### src/rtl/tm1638_pkg.sv
// Shared constants, state encoding and helpers for the TM1638 display/key controller.
package tm1638_pkg;

    localparam logic [7:0] CMD_WRITE   = 8'h40;  // data write, auto-increment address
    localparam logic [7:0] CMD_ADDR    = 8'hC0;  // start address 0
    localparam logic [7:0] CMD_DISPLAY = 8'h88;  // display on, low 3 bits = intensity
    localparam logic [7:0] CMD_READ    = 8'h42;  // read key scan data

    typedef enum logic [2:0] {
        IDLE,
        STB_SETUP,
        SHIFT,
        STB_HOLD,
        GAP,
        RD_WAIT
    } state_t;

    typedef enum logic [1:0] {
        F_MODE,
        F_DATA,
        F_CTRL,
        F_READ
    } frame_t;

    function automatic logic [7:0] rev8(input logic [7:0] b);
        logic [7:0] r;
        for (int i = 0; i < 8; i++) r[i] = b[7-i];
        return r;
    endfunction

    function automatic logic [4:0] frame_bytes(input frame_t f);
        case (f)
            F_DATA:  return 5'd17;
            F_READ:  return 5'd5;
            default: return 5'd1;
        endcase
    endfunction

endpackage

### src/rtl/tm1638_shifter.sv
// One-byte LSB-first serializer/deserializer with TM1638 clock timing.
// done is asserted in the last low cycle of bit 7; rx_byte is complete in that cycle.
module tm1638_shifter #(
    parameter int half = 27
) (
    input  logic       clk,
    input  logic       rst,
    input  logic       start,
    input  logic [7:0] tx_byte,
    input  logic       dio_in,
    output logic       busy,
    output logic       done,
    output logic [7:0] rx_byte,
    output logic       sclk,
    output logic       dio_out
);

    localparam logic [31:0] HALF_LAST = 32'(half - 1);

    logic [31:0] cnt;
    logic [2:0]  bit_idx;
    logic        high;
    logic [7:0]  tx_sh;
    logic [7:0]  rx_sh;
    logic        phase_end;

    assign phase_end = (cnt == HALF_LAST);
    assign done      = busy && !high && (bit_idx == 3'd7) && phase_end;
    assign rx_byte   = {dio_in, rx_sh[7:1]};

    // NOTE: every register here uses <= so all updates see the same pre-edge values.
    always_ff @(posedge clk) begin
        if (!rst) begin
            busy    <= 1'b0;
            high    <= 1'b0;
            cnt     <= '0;
            bit_idx <= '0;
            tx_sh   <= '0;
            rx_sh   <= '0;
            sclk    <= 1'b1;
            dio_out <= 1'b1;
        end else if (!busy) begin
            if (start) begin
                busy    <= 1'b1;
                high    <= 1'b0;
                cnt     <= '0;
                bit_idx <= '0;
                tx_sh   <= tx_byte;
                dio_out <= tx_byte[0];
                sclk    <= 1'b0;
            end
        end else if (!phase_end) begin
            cnt <= cnt + 32'd1;
        end else begin
            cnt <= '0;
            if (!high) begin
                // last low cycle: capture the chip's bit, then raise the clock
                rx_sh <= rx_byte;
                sclk  <= 1'b1;
                high  <= 1'b1;
                if (bit_idx == 3'd7) busy <= 1'b0;
            end else begin
                sclk    <= 1'b0;
                high    <= 1'b0;
                bit_idx <= bit_idx + 3'd1;
                tx_sh   <= tx_sh >> 1;
                dio_out <= tx_sh[1];
            end
        end
    end

endmodule

### src/rtl/tm1638_ctrl.sv
// TM1638 frame sequencer: mode, display data, display control and key read, looping forever.
// Segment/LED inputs are snapshotted at the start of the data frame; keys update once per loop.
module tm1638_ctrl
    import tm1638_pkg::*;
#(
    parameter int clk_mhz    = 27,
    parameter int w_digit    = 8,
    parameter int w_led      = 8,
    parameter int w_key      = 8,
    parameter int brightness = 7
) (
    input  logic                 clk,
    input  logic                 rst,
    input  logic [w_digit*8-1:0] segs,
    input  logic [w_led-1:0]     led,
    output logic [w_key-1:0]     key,
    output logic                 key_valid,
    output logic                 tm_stb,
    output logic                 tm_clk,
    output logic                 tm_dio_out,
    output logic                 tm_dio_oe,
    input  logic                 tm_dio_in
);

    localparam logic [31:0] HALF_LAST = 32'(clk_mhz - 1);
    localparam logic [31:0] GAP_LAST  = 32'(2 * clk_mhz - 1);

    state_t      state, state_d;
    frame_t      frame, frame_d;
    logic [31:0] half_cnt, half_d;
    logic [4:0]  byte_cnt, byte_d;
    logic        start, snap, key_load, oe_release, rd_capture;
    logic [1:0]  rd_idx;
    logic [7:0]  key_acc;
    logic [63:0] seg_snap;
    logic [7:0]  led_snap;
    logic [63:0] segs_pad;
    logic [7:0]  led_pad;
    logic [3:0]  data_idx;
    logic [2:0]  digit;
    logic [7:0]  tx_byte, rx_byte;
    logic        sh_busy, sh_done;
    logic        unused_rx;

    assign segs_pad  = 64'(segs);
    assign led_pad   = 8'(led);
    assign unused_rx = ^{rx_byte[7:5], rx_byte[3:1]};

    tm1638_shifter #(.half(clk_mhz)) u_shifter (
        .clk     (clk),
        .rst     (rst),
        .start   (start),
        .tx_byte (tx_byte),
        .dio_in  (tm_dio_in),
        .busy    (sh_busy),
        .done    (sh_done),
        .rx_byte (rx_byte),
        .sclk    (tm_clk),
        .dio_out (tm_dio_out)
    );

    // NOTE: every output of this block gets a default first, so no path can infer a latch.
    always_comb begin
        state_d    = state;
        frame_d    = frame;
        half_d     = half_cnt;
        byte_d     = byte_cnt;
        start      = 1'b0;
        snap       = 1'b0;
        key_load   = 1'b0;
        oe_release = 1'b0;
        rd_capture = 1'b0;
        rd_idx     = 2'(byte_cnt - 5'd1);
        unique case (state)
            IDLE: state_d = STB_SETUP;
            STB_SETUP, RD_WAIT: begin
                if (state == RD_WAIT && half_cnt == HALF_LAST) oe_release = 1'b1;
                if ((state == STB_SETUP && half_cnt == HALF_LAST) ||
                    (state == RD_WAIT && half_cnt == GAP_LAST)) begin
                    half_d  = '0;
                    start   = 1'b1;
                    state_d = SHIFT;
                end else begin
                    half_d = half_cnt + 32'd1;
                end
            end
            SHIFT: begin
                if (sh_busy) begin
                    if (sh_done) begin
                        half_d     = '0;
                        byte_d     = byte_cnt + 5'd1;
                        rd_capture = (frame == F_READ) && (byte_cnt != 5'd0);
                        if (byte_cnt == frame_bytes(frame) - 5'd1) state_d = STB_HOLD;
                        else if (frame == F_READ && byte_cnt == 5'd0) state_d = RD_WAIT;
                    end
                end else if (half_cnt == HALF_LAST) begin
                    // high half of the previous byte's last bit is over
                    half_d = '0;
                    start  = 1'b1;
                end else begin
                    half_d = half_cnt + 32'd1;
                end
            end
            STB_HOLD: begin
                if (half_cnt == HALF_LAST) begin
                    half_d   = '0;
                    byte_d   = '0;
                    key_load = (frame == F_READ);
                    state_d  = GAP;
                end else begin
                    half_d = half_cnt + 32'd1;
                end
            end
            GAP: begin
                if (half_cnt == GAP_LAST) begin
                    half_d  = '0;
                    frame_d = frame_t'(frame + 2'd1);
                    snap    = (frame_d == F_DATA);
                    state_d = STB_SETUP;
                end else begin
                    half_d = half_cnt + 32'd1;
                end
            end
            default: state_d = IDLE;
        endcase
    end

    always_comb begin
        data_idx = 4'(byte_cnt - 5'd1);
        digit    = data_idx[3:1];
        tx_byte  = 8'hFF;
        unique case (frame)
            F_MODE: tx_byte = CMD_WRITE;
            F_DATA: begin
                if (byte_cnt == 5'd0)  tx_byte = CMD_ADDR;
                else if (data_idx[0])  tx_byte = {7'b0, led_snap[digit]};
                else                   tx_byte = rev8(seg_snap[{digit, 3'b000} +: 8]);
            end
            F_CTRL: tx_byte = CMD_DISPLAY | {5'b0, 3'(brightness)};
            F_READ: tx_byte = (byte_cnt == 5'd0) ? CMD_READ : 8'hFF;
        endcase
    end

    always_ff @(posedge clk) begin
        if (!rst) begin
            state     <= IDLE;
            frame     <= F_MODE;
            half_cnt  <= '0;
            byte_cnt  <= '0;
            tm_stb    <= 1'b1;
            tm_dio_oe <= 1'b1;
            key       <= '0;
            key_valid <= 1'b0;
            key_acc   <= '0;
        end else begin
            state     <= state_d;
            frame     <= frame_d;
            half_cnt  <= half_d;
            byte_cnt  <= byte_d;
            tm_stb    <= (state_d == IDLE) || (state_d == GAP);
            key_valid <= key_load;
            if (oe_release)    tm_dio_oe <= 1'b0;
            else if (key_load) tm_dio_oe <= 1'b1;
            if (key_load) key <= key_acc[w_key-1:0];
            if (rd_capture) begin
                key_acc[{1'b0, rd_idx}] <= rx_byte[0];
                key_acc[{1'b1, rd_idx}] <= rx_byte[4];
            end
        end
    end

    // NOTE: snapshot registers carry no reset; they are always loaded before the data frame reads them.
    always_ff @(posedge clk) begin
        if (snap) begin
            seg_snap <= segs_pad;
            led_snap <= led_pad;
        end
    end

endmodule
### config.mk
export PLATFORM = sky130hd
export DESIGN_NAME = tm1638_ctrl
export DESIGN_NICKNAME = d
export VERILOG_FILES = /design/src/rtl/tm1638_pkg.sv /design/src/rtl/tm1638_shifter.sv /design/src/rtl/tm1638_ctrl.sv
export SDC_FILE = /design/constraint.sdc
export NUM_CORES = 1
export LEC_CHECK = 0
export BUFFER_PORTS_ARGS = -buffer_cell sky130_fd_sc_hd__buf_4
export CAP_MARGIN = 20
export CELL_PAD_IN_SITES_DETAIL_PLACEMENT = 0
export CELL_PAD_IN_SITES_GLOBAL_PLACEMENT = 2
export CORE_UTILIZATION = 31
export DETAILED_ROUTE_END_ITERATION = 10
export PLACE_DENSITY = 0.69
export SETUP_SLACK_MARGIN = 0.3
export SLEW_MARGIN = 20
export SYNTH_ARGS = -nofsm -noshare
export SYNTH_HDL_FRONTEND = slang
export SYNTH_SLANG_ARGS = --single-unit
### constraint.sdc
create_clock -name clk -period 19.34 [get_ports clk]
set_clock_uncertainty 0.05 [all_clocks]
set_input_delay 1.934 -clock clk [delete_from_list [all_inputs] [get_ports clk]]
set_output_delay 1.934 -clock clk [all_outputs]
set_load 0.02 [all_outputs]
* Word-level counts from Yosys, hierarchy flattened *
Cells that the tools add are included.
Widths: inputs -> output; s select.

word-level totals
  register bits = 188
  word-level logic and storage cells = 156
  output and inout bits = 13
  bits of input ports = 75

operators by class
  $add $sub $neg = 7
  reduce and logical (&&, ||, !) cells = 29
  shifts and indexed selects = 1
  muxes and demuxes = 73
  equality and inequality tests = 21
  magnitude comparators = 5
  bitwise gates (word level) = 1

operator list
  cell                   count
  $mux 32                8
  $pmux 32 s4            1
  $add 32x1->32 const B  2
  $eq 32x5->1 const B    2
  $shiftx 64x7->8        1
  $mux 8                 7
  $mux 3                 11
  $eq 32x6->1 const B    1
  $pmux 8 s4             1
  $mux 1                 30
  $mux 5                 6
  $pmux 5 s2             2
  $bwmux 8               2
  $pmux 3 s5             1
  $eq 3x3->1 const B     4
  $logic_and 1x1->1      10
  $lt 3x4->1 const B     2
  $ne 2x2->1 const B     4
  $eq 3x2->1 const B     2
  $logic_not 3->1        2
  $reduce_and 2->1       3
  $reduce_and 3->1       2
  $reduce_bool 2->1      3
  $add 5x1->5 const B    1
  25 further kinds       29

* Depth between registers and ports, before layout *
Gate-level depths: netlist of run 1.

  depth in word-level cells = 15
  mapped depth = 12
  gate-level depth less buffers = 9

* By module *
From an unflattened synthesis of run 1, not the netlist that was laid out.

unflattened totals
  cell total of the unflattened synthesis = 827
  area, all modules = 8,727.1 um^2

modules (own cells, without submodules)
  module          instances  cells an instance  area each (um^2)  sequential area each (um^2)
  tm1638_ctrl     1          493                5,970.7           3,383.2
  tm1638_shifter  1          334                2,756.4           1,061.0

* Worst setup path after synthesis of run 1 *
No wires, ideal clock.

  kind = reg2reg
  start point = reg half_cnt[7]
  end point = reg led_snap[0] (enable)
  setup time = 0.679 ns
  path buffers = 0
  data required time = 18.611 ns
  cell stages (with the launch flop) = 5
  arrival time = 8.039 ns
  setup slack = 10.572 ns
  period minus slack after synthesis = 8.768 ns
  cells stage by stage = dfxtp_1 nor4_1 nand4_1 or2_2 nor4_1

on the way
  longest elaborated chain between the ends = 3

RTL lines
  item                    RTL line            source
  from (decl)             tm1638_ctrl.sv:30   logic [31:0] half_cnt, half_d;
  from (signal assigned)  tm1638_ctrl.sv:158  half_cnt <= half_d;
  $eq 32x6->1             tm1638_ctrl.sv:115  if (half_cnt == GAP_LAST) begin
  $mux 1                  tm1638_ctrl.sv:115
  $mux 1                  tm1638_ctrl.sv:74   unique case (state)
  named net snap          tm1638_ctrl.sv:32   logic start, snap, key_load, oe_release, rd_capture;
  to (signal assigned)    tm1638_ctrl.sv:176  led_snap <= led_pad;
  to (decl)               tm1638_ctrl.sv:36   logic [7:0] led_snap;

The timed path passes the listed nets, and every way through them passes these cells.
A chain may end at the register's enable or synchronous reset.

* Final worst setup path of run 1 *
  start point = reg u_shifter.busy
  end point = reg half_cnt[1]

on the way
  longest elaborated chain between the ends = 5
  elaborated cells between the ends (all ways) = 7
  those cells by class = eq/ne (1); mux (2); reduce/logical (4)

RTL lines
  item                               RTL line              source
  from (decl)                        tm1638_shifter.sv:11  output logic busy,
  from (signal assigned)             tm1638_shifter.sv:34  busy <= 1'b0;
  from (signal assigned)             tm1638_shifter.sv:44  busy <= 1'b1;
  from (signal assigned)             tm1638_shifter.sv:61  if (bit_idx == 3'd7) busy <= 1'b0;
  $logic_and 1x1->1 (3 in a row)     tm1638_shifter.sv:28  assign done = busy && !high && (bit_idx == 3'd7) && phase_end;
  $ne 3x3->1 (no source line)        n/a
  $reduce_and 2->1 (no source line)  n/a

Several ways; a longest one is shown, not always the timed one.

==> key figures, run 1 <==
GRT
  – Largest net degree at the start of global routing: 73
  – First-pass GRT wire length: 32.55 mm
  – Initial antenna violation count: 0
  – Gr ovfl total: 0
  – Vias in the first global route: 6231
  – GRT Total Usage: 0.1460

Synthesis
  – Synth Net Count: 903
  – Synth cell types: 69
  – Register area share after synthesis: 0.5237
  – Cells after synthesis: 810
  – Synthesized area per cell: 10.48 sq um
  – Synth Register Bits: 186
  – Yosys warns: 0
  – Post-synth ARST share: 0
  – Synthesized area: 8487 sq um
  – Main synth FF type: dfxtp_1
  – Number of synthesized flops with an enable pin: 72

Setup path
  – Crit path capture type: register
  – CP Data Required Time: 19580 ps
  – Worst R2R Setup Slack: 15520 ps
  – Startpoint class of the critical path: register
  – Worst Path Arrival: 4060 ps
  – CP cell instances: nand2b_1 -> nor3_2 -> a21o_1 -> inv_1 -> o21ai_2 -> buf_4 -> a211oi_1
  – Slowest CP cell: dfxtp_1
  – Setup Crit Path Kind: reg -> reg
  – Worst path top cell family by delay: compound AO/OA/AOI/OAI gates
  – CP Max Fanout: 22
  – Worst Path Buf+Inv: 2
  – Largest stage delay on the critical path: 840 ps

Drt
  – DR WL/cell: 15.81 um
  – Final wirelength: 19.58 mm
  – DR pass1 iterations: 4
  – DRC violation count after routing: 0
  – DRT iter0 DRCs: 259
  – Via count: 6178
  – Detailed-route vias per instance: 4.986
  – ANT nets after route: 0

Floorplanning
  – Die Y: 167.5 um
  – Die X: 167.5 um
  – Rows: 60
  – Io pins: 88
  – Core footprint: 26880 sq um
  – Initial Util: 0.3158
  – Die area: 28040 sq um

Power and ir drop
  – Gate power share: 0.027
  – Psw: 203.4 uW
  – Internal power: 601.3 uW
  – Peak VDD IR: 0.05475 mV
  – Sw Share: 0.2528
  – Clk network pwr share: 0.465
  – Reg power frac: 0.508
  – Pwr per Cell Area: 79.51 nW/um^2
  – Leak pwr: 3.650 nW

Clock network
  – Clock root cell: clkbuf_16
  – CTS tree: yes
  – CTS Buf Count: 17
  – # clock sinks: 186
  – Clock Pin Slew Worst Setup and Hold Paths: 80 ps
  – Skew-Pair Late Insertion Delay: 440 ps
  – Clock tree buffer depth: 2
  – CTS hold repair buffers: 0
  – H-tree Lvls: 4
  – Postcts setup bufs: 0
  – # resized after CTS: 0

Timing
  – Peak Freq: 261.9 MHz
  – Final Max Slew Viols: 0
  – Final count of negative-setup-slack endpoints: 0
  – Worst-Margin Slew: 1040 ps
  – Post-route clock period utilization: 0.1974
  – Final hold violation count: 0
  – TNS Setup: 0 ps
  – Period minus WS final: 3818 ps
  – Unrepaired setup endpoints after global routing: no
  – Max_slew headroom: 0.3058

Worst hold path
  – Worst min path class: reg -> reg

Cells and area
  – Area added between synthesis and finish: 19.25%
  – Fin cells: 1239
  – Layout cells sized above 1: 0.1893
  – Antenna Cells: 0
  – Nets: 978

Flow run
  – Max_cap viols: 0

Outcome
  – Status: finished clean

Placement
  – Port Buf Inserts: 87
  – Gpl congestion: 0.7509
  – Hpwl dp: 13.12 mm
  – Placed Cells: 1207
[sequential cells by signal, indices dropped and copies added, names as in the netlist, 2 cells and up]
| register | flops |
|---|---|
| seg_snap | 64 |
| half_cnt | 32 |
| u_shifter.cnt | 32 |
| key | 8 |
| key_acc | 8 |
| led_snap | 8 |
| u_shifter.rx_sh | 7 |
| u_shifter.tx_sh | 7 |
| byte_cnt | 5 |
| state | 3 |
| u_shifter.bit_idx | 3 |
| frame | 2 |
[final timing paths]
check	from	to	cells past startpoint
max reg2reg	u_shifter.busy	half_cnt[1]	7
max	u_shifter.busy	half_cnt[1]	7
min	u_shifter.tx_sh[7]	u_shifter.tx_sh[7]	2
min reg2reg	u_shifter.tx_sh[7]	u_shifter.tx_sh[7]	2
[final cells by class]
| cell class | count | area (sq um) |
|---|---|---|
| Fill cell | 2681 | 16750 |
| Sequential cell | 186 | 4444 |
| Multi-Input combinational cell | 564 | 3814 |
| Timing Repair Buffer | 96 | 720.7 |
| Tap cell | 341 | 426.7 |
| Clock buffer | 17 | 425.4 |
| Clock inverter | 15 | 215.2 |
| Inverter | 20 | 75.07 |
[logic make-up (layout without fill, tap and decap cells)]
kind of cell	Yosys count	after routing	share of synthesized area
muxes	50	50	0.08403
adders and majority gates	18	18	0.02654
buffers and inverters	60	148	0.03066
xor gates and xnor gates	27	27	0.02786
DFF	186	186	0.5237
AOI/OAI and AO/OA	152	152	0.1069
and+or+nand+nor	317	317	0.2004
[power by group through the flow]
| stage | sequential, mW | clock [mW] | combinational (mW) |
|---|---|---|---|
| floorplan | 0.417 | 0 | 0.00817 |
| global placement | 0.418 | 0 | 0.0222 |
| detailed placement | 0.418 | 0 | 0.0220 |
| CTS | 0.409 | 0.386 | 0.0221 |
| global route | 0.409 | 0.403 | 0.0236 |
| finish | 0.409 | 0.374 | 0.0216 |
[through the flow]
step / setup slack (ps) / hold slack, ps / total power, mW / instance area [sq um] / utilization
after floorplan: 10570 / 381.7 / 0.4251 / 8487 / -
after global placement: 15510 / 395.2 / 0.4400 / 9480 / 0.3527
after detailed placement: 15490 / 400.0 / 0.4398 / 9480 / 0.3527
after CTS: 15470 / 411.4 / 0.8163 / 10120 / 0.3766
after global routing: 15160 / 429.3 / 0.8359 / 10120 / 0.3766
final: 15520 / 409.3 / 0.8047 / 10120 / 0.3766
[placed cells by master, fill, tap and decap left out, types with 19 or more instances in the layout]
cell type / instances
dfxtp_1: 114
buf_4: 96
nor2_1: 83
edfxtp_1: 72
nand2_1: 57
a21oi_1: 54
o21ai_0: 49
mux2i_1: 33
nand3_1: 27
or3_1: 21
inv_1: 19
nand4_1: 19
[cell usage after synthesis, types with 10 or more instances]
| cell | n | share of area |
|---|---|---|
| and3_1 | 18 | 0.013 |
| edfxtp_1 | 72 | 0.25 |
| nor3_1 | 15 | 0.0088 |
| a31oi_1 | 13 | 0.0096 |
| xnor2_1 | 10 | 0.010 |
| xor2_1 | 17 | 0.018 |
| mux4_2 | 17 | 0.045 |
| ha_1 | 18 | 0.027 |
| a21oi_1 | 54 | 0.032 |
| or3_1 | 21 | 0.015 |
| nand4_1 | 19 | 0.014 |
| nor2b_1 | 10 | 0.0074 |
| dfxtp_1 | 114 | 0.27 |
| mux2i_1 | 33 | 0.039 |
| o21ai_0 | 49 | 0.029 |
| nor2_1 | 84 | 0.037 |
| clkbuf_1 | 26 | 0.011 |
| nor4_1 | 16 | 0.012 |
| inv_1 | 20 | 0.0088 |
| nand3_1 | 27 | 0.016 |
| nand2_1 | 57 | 0.025 |
[worst reg2reg max path, stage by stage (launching register included)]
cell and delay, ps:
dfxtp_1 840, nand2b_1 300, nor3_2 710, a21o_1 600, inv_1 150, o21ai_2 610
buf_4 340, a211oi_1 70
[per-layer routing]
| layer | track usage | part of all wire | up-vias |
|---|---|---|---|
| met1 | 0.1959 | 0.48 | 2905 |
| met3 | 0.03403 | 0.043 | 9 |
| li1 | - | - | 3140 |
| met5 | 0 | 0 | - |
| met4 | 0.03909 | 0.0088 | 0 |
| met2 | 0.2353 | 0.46 | 124 |
Power figures use the tool's default switching activity.
==> inputs of run 2 (changes only) <==
ABC_AREA = 1   (was default)
PLACE_DENSITY = 0.79   (was 0.69)
clock period = 3.2 ns   (was 19.34 ns; I/O delays follow)
==> run 2 against run 1 <==
Non-clock buffer count increased by 76. Largest power group unchanged. Critical endpoint is now u_shifter.dio_out. Synthesized cell count increased by 72%. Sequential power increased to 6.0 times the previous value. Die area increased by 20%. Flip-flop and latch count unchanged. Critical path type unchanged. Area after synthesis increased by 20%.
==> key figures, run 2 <==
Clock network
  – CTS Buf Count: 17
  – H-tree Lvls: 4
  – Clock Pin Slew Worst Setup and Hold Paths: 80 ps
  – # clock sinks: 186
  – CTS tree: yes
  – Skew-Pair Late Insertion Delay: 450 ps
  – Postcts setup bufs: 0
  – Clock tree buffer depth: 2
  – Clock root cell: clkbuf_16

Floorplanning
  – Io pins: 88
  – Die area: 33690 sq um
  – Die Y: 183.5 um
  – Die X: 183.5 um
  – Core footprint: 32450 sq um
  – Rows: 66
  – Initial Util: 0.3148

Synthesis
  – Register area share after synthesis: 0.4350
  – Post-Synth Adder-Cell Area: 0.02204
  – Cells after synthesis: 1395
  – Synth Net Count: 1488
  – Main synth FF type: dfxtp_1
  – Synth cell types: 47
  – Area leader, netlist: dfxtp_1
  – Post-synthesis mux area share: 0
  – Synthesized area: 10220 sq um
  – Main combinational cell family by area after synthesis: simple AND/OR/NAND/NOR gates
  – Yosys top cell area share: 0.2234
  – Ranking of synthesized cells by area: dfxtp_1 (22%), edfxtp_1 (21%), nand2_1 (12%)
  – Synth Register Bits: 186
  – Top-count cell post-synth: nand2_1
  – Post-synth ARST share: 0
  – Number of synthesized flops with an enable pin: 72
  – Synth Area in Simple Gates: 0.3190
  – Synth Area in Compound Gates: 0.1223
  – Yosys warns: 0
  – Synthesized area per cell: 7.324 sq um
  – Synth cell count leaders: nand2_1 (336), nor2_1 (221), inv_1 (135), dfxtp_1 (114), a21oi_1 (94)
  – Post-synthesis xor/xnor area fraction: 0.01286

Cells and area
  – Antenna Cells: 0
  – Max FFs per register: 64
  – Commonest non-fill, non-tap cells in the layout: nand2_1 (335), nor2_1 (220), inv_1 (134)
  – Largest regs: seg_snap (64), half_cnt (32), u_shifter.cnt (32)
  – Layout cells sized above 1: 0.1214
  – Area added between synthesis and finish: 22.86%
  – Largest register by flop count: seg_snap
  – Most common cell after layout, fill and taps aside: nand2_1
  – Design area: 12550 sq um
  – Nets: 1628

Outcome
  – Status: finished clean

Setup path
  – Slowest CP cell: nand2_1
  – CP Max Fanout: 18
  – Largest stage delay on the critical path: 400 ps
  – Setup Crit Path Kind: reg -> reg
  – Worst Path Buf+Inv: 3
  – Crit path capture type: register
  – Worst R2R Setup Slack: 660 ps
  – CP cell instances: buf_4 -> clkinv_1 -> ha_1 -> inv_1 -> nand2_1 -> nand2_1 -> o21ai_0 -> nand3_1 -> nand3_1 -> nand3_1 -> a21oi_1 -> o21ai_0 -> nand2_1
  – Worst Path Arrival: 2830 ps
  – CP Data Required Time: 3490 ps
  – R2R depth: 13
  – Worst path depth: 13
  – Worst path top cell family by delay: simple AND/OR/NAND/NOR gates
  – Startpoint class of the critical path: register

Drt
  – DRT iter0 DRCs: 568
  – Detailed-route vias per instance: 4.743
  – DRC violation count after routing: 0
  – Final wirelength: 29.53 mm
  – DR WL/cell: 14.84 um
  – DR pass1 iterations: 5
  – Via count: 9438
  – ANT nets after route: 0

Timing
  – Final Max Slew Viols: 0
  – Final count of negative-setup-slack endpoints: 0
  – Post-route clock period utilization: 0.7931
  – Peak Freq: 394.0 MHz
  – Period minus WS final: 2538 ps
  – Final hold violation count: 0
  – Unrepaired setup endpoints after global routing: no
  – TNS Setup: 0 ps
  – Max_slew headroom: 0.5137
  – Worst-Margin Slew: 728.5 ps

Worst hold path
  – Worst Hold Path Cells: 3
  – Worst min path class: in -> reg

Placement
  – Dpl cell area: 11240 sq um
  – Gpl congestion: 0.7715
  – Port Buf Inserts: 87
  – Hpwl dp: 20.51 mm

GRT
  – First-pass GRT wire length: 48.42 mm
  – Largest net degree at the start of global routing: 73
  – Initial antenna violation count: 0
  – Vias in the first global route: 9152
  – GRT Total Usage: 0.1826
  – Gr ovfl total: 0

Power and ir drop
  – Pwr per Cell Area: 386.7 nW/um^2
  – Leak pwr: 4.733 nW
  – Peak VDD IR: 0.3931 mV

Flow run
  – Max_cap viols: 0
## run 2: cell count changes after synthesis, moves of 17 or more
cell | previous run | this run
or3_1 | 21 | 0
mux2i_1 | 33 | 0
nand2_1 | 57 | 336
inv_1 | 20 | 135
mux4_2 | 17 | 0
and3_1 | 18 | 0
o21ai_0 | 49 | 93
nor2_1 | 84 | 221
nand3_1 | 27 | 92
a21oi_1 | 54 | 94
## run 2: final cells by class
class	count	area, sq um
Clock buffer	17	425.4
Clock inverter	15	162.7
Fill cell	3352	19900
Inverter	157	604.3
Multi-Input combinational cell	1001	4876
Sequential cell	186	4444
Tap cell	442	553.0
Timing Repair Buffer	172	1488
## run 2: final timing paths
check / from / endpoint
setup / recovery: byte_cnt[0] / u_shifter.dio_out
hold / removal: tm_dio_in / u_shifter.rx_sh[7]
setup reg to reg: byte_cnt[0] / u_shifter.dio_out
hold reg to reg: key_acc[3] / key[3]
## run 2: per-layer routing
layer,vias up,track usage,wire [um]
li1,4885,-,-
met1,4396,0.2434,14400
met2,139,0.3070,14050
met3,18,0.03051,817
met4,0,0.04233,263
met5,-,0,0
## run 2: metrics by stage
step / instances / setup WS (ps) / util / power, mW / hold WS [ps]
detailed placement: 1886 / 584.7 / 0.3463 / 2.692 / 407.1
finish: 1990 / 662.2 / 0.3868 / 4.854 / 110.2
CTS: 1990 / 564.5 / 0.3866 / 4.942 / 88.36
global placement: 1886 / 638.4 / 0.3463 / 2.690 / 402.6
floorplan: 1395 / 501.9 / - / 2.594 / 368.9
global route: 1990 / 337.6 / 0.3868 / 5.048 / 95.38
## run 2: worst register-to-register path: cells and delay by family, from the launching register on
kind / cells / cell delay [ps]
AOI/OAI and AO/OA: 3 / 410
adders and majority gates: 1 / 330
buffers and inverters: 3 / 470
DFF: 1 / 310
and+or+nand+nor: 6 / 840
## run 2: cells by family after synthesis
kind of cell,count (synthesis)
AOI/OAI and AO/OA,225
xor gates and xnor gates,15
adders and majority gates,18
buffers and inverters,208
DFF,186
and+or+nand+nor,743
## run 2: power breakdown
part | total (mW) | leakage, nW | switching, mW | internal [mW]
sequential | 2.47 | 1.57 | 0.00888 | 2.46
clock | 2.15 | 0.289 | 1.09 | 1.05
combinational | 0.241 | 2.88 | 0.104 | 0.136
## run 2: repair_timing
item | in CTS | in global routing
gates resized for setup | 0 | 2
hold buffers | 72 | 0
setup endpoints to repair | 0 | 1
endpoints found under the hold margin | 72 | 0
==> inputs of run 3 (changes only) <==
clock period = 2.2 ns   (was 3.2 ns; I/O delays follow)
==> run 3 against run 2 <==
The run now ends with DRC left. Utilization is 8.8 points higher. Clock power increased by 45%. Die area did not move. Global-route usage increased by 1.8 points. Hold slack improved by 40 ps. Sequential share of layout area shrank 6.1 points. Critical endpoint is now seg_snap[3]. Largest power group unchanged. Highest routed layer unchanged.
==> key figures, run 3 (same netlist as run 2, synthesis figures left out) <==
GRT
  – Largest net degree at the start of global routing: 33
  – Gr ovfl total: 0
  – First-pass GRT wire length: 52.63 mm
  – Initial antenna violation count: 0
  – Vias in the first global route: 9894
  – GRT Total Usage: 0.2006

Clock network
  – Skew-Pair Late Insertion Delay: 450 ps
  – Clock tree buffer depth: 2
  – Clock Pin Slew Worst Setup and Hold Paths: 70 ps
  – CTS Buf Count: 17
  – H-tree Lvls: 4
  – CTS tree: yes
  – # clock sinks: 186
  – Clock root cell: clkbuf_16

Placement
  – Hpwl dp: 21.29 mm
  – Dpl cell area: 11750 sq um
  – Gpl congestion: 0.8319
  – Pre-CTS WS: 20.48 ps
  – Port Buf Inserts: 87

Cells and area
  – Largest register by flop count: seg_snap
  – Largest regs: seg_snap (64), half_cnt (32), u_shifter.cnt (32)
  – Design area: 15410 sq um
  – Area added between synthesis and finish: 50.87%
  – Most common cell after layout, fill and taps aside: nand2_1
  – Layout cells sized above 1: 0.3395
  – Max FFs per register: 64
  – Nets: 1759
  – Antenna Cells: 0
  – Commonest non-fill, non-tap cells in the layout: nand2_1 (273), nor2_1 (184), buf_4 (159)

Timing
  – Final count of negative-setup-slack endpoints: 0
  – Unrepaired setup endpoints after global routing: yes
  – Period minus WS final: 2030 ps
  – Final hold violation count: 0
  – Peak Freq: 492.5 MHz
  – Worst-Margin Slew: 500.5 ps
  – Min setup slack post-route: 169.5 ps
  – Post-route clock period utilization: 0.9229
  – Hold slack: 150.2 ps
  – Max_slew headroom: 0.6663
  – Final Max Slew Viols: 0

Floorplanning
  – Initial Util: 0.3148
  – Rows: 66
  – Die X: 183.5 um
  – Io pins: 88
  – Core footprint: 32450 sq um
  – Die Y: 183.5 um
  – Die area: 33690 sq um

Drt
  – DR pass1 iterations: 7
  – ANT nets after route: 0
  – Detailed-route vias per instance: 4.822
  – Via count: 10230
  – DRC violation count after routing: 1
  – Final wirelength: 33.63 mm
  – DRT iter0 DRCs: 410
  – DR WL/cell: 15.86 um

Setup path
  – Worst path top cell family by delay: simple AND/OR/NAND/NOR gates
  – CP cell instances: nor2_1 -> nand2_1 -> nor2_1 -> nand2_2 -> inv_1 -> nand2_2 -> nor2_2 -> inv_2 -> nor2_4 -> buf_12 -> buf_12 -> buf_16
  – Largest stage delay on the critical path: 340 ps
  – Crit path capture type: register
  – Setup Crit Path Kind: reg -> reg
  – Startpoint class of the critical path: register
  – CP Data Required Time: 2320 ps
  – Worst Path Arrival: 2150 ps
  – Slowest CP cell: dfxtp_1
  – Worst Path Buf+Inv: 5
  – CP Max Fanout: 7

Power and ir drop
  – Total power: 7.143 mW
  – Peak VDD IR: 0.5452 mV
  – Leak pwr: 5.809 nW
  – Pwr per Cell Area: 463.4 nW/um^2

Outcome
  – Failing checks: DRC
  – Status: complete, but fails checks

Flow run
  – Max_cap viols: 0

Worst hold path
  – Worst min path class: in -> reg
[run 3: changes by cell type in the layout (fill, tap and decap cells not counted), sizes merged]
cell / delta
buf: +115
inv: +3
clkinvlp: +2
dlygate4sd3: +1
nand2: +2
clkbuf: +10
clkinv: -2
[run 3: repair_timing]
action                                 4_1_cts  5_1_grt
gates resized for setup                    127      300
buffers inserted                            30       21
hold buffers                                73        0
pin swaps                                   31       74
endpoints found under the hold margin       73        0
gates cloned                                14       13
setup endpoints to repair                  170      183
[run 3: worst reg2reg max path, cell delays in order, from the launching register on]
cell     delay, ps
dfxtp_1        340
nor2_1         110
nand2_1         70
nor2_1         160
nand2_2        110
inv_1          100
nand2_2         70
nor2_2         100
inv_2           70
nor2_4         180
buf_12         170
buf_12         110
buf_16         120
[run 3: final timing paths]
check	startpoint	endpoint	slack, ps	cells past startpoint
worst max-delay path	half_cnt[23]	seg_snap[3]	170	12
worst min-delay path	rst	tm_stb	150	2
worst max register to register	half_cnt[23]	seg_snap[3]	170	12
worst min register to register	key_acc[5]	key_acc[5]	410	2
[run 3: routing by layer]
metal / global-route usage / wire [um] / up-vias / share of wire
li1: - / - / 5154 / -
met5: 0 / 0 / - / 0
met2: 0.3511 / 16870 / 156 / 0.50
met3: 0.03189 / 941 / 33 / 0.028
met4: 0.05867 / 585 / 0 / 0.017
met1: 0.2526 / 15230 / 4884 / 0.45
[run 3: cell type report]
class / instances / area [sq um]
Clock inverter: 15 / 147.6
Timing Repair Buffer: 298 / 3148
Inverter: 157 / 680.7
Multi-Input combinational cell: 1003 / 5901
Timing Repair inverter: 3 / 42.54
Tap cell: 442 / 553.0
Fill cell: 3165 / 17040
Clock buffer: 17 / 425.4
Sequential cell: 186 / 4517
[run 3: power breakdown]
group / leakage [nW] / internal [mW] / switching (mW)
registers: 1.59 / 3.56 / 0.0121
clock network: 0.277 / 1.52 / 1.59
logic: 3.94 / 0.264 / 0.197
[run 3: per-stage QoR]
stage | utilization | instances | setup TNS [ps]
6_report | 0.4750 | 2121 | 0
5_1_grt | 0.4750 | 2121 | 0
4_1_cts | 0.4329 | 2087 | 0
3_5_place_dp | 0.3620 | 1938 | 0
3_3_place_gp | 0.3620 | 1938 | 0
2_1_floorplan | - | 1395 | -26610
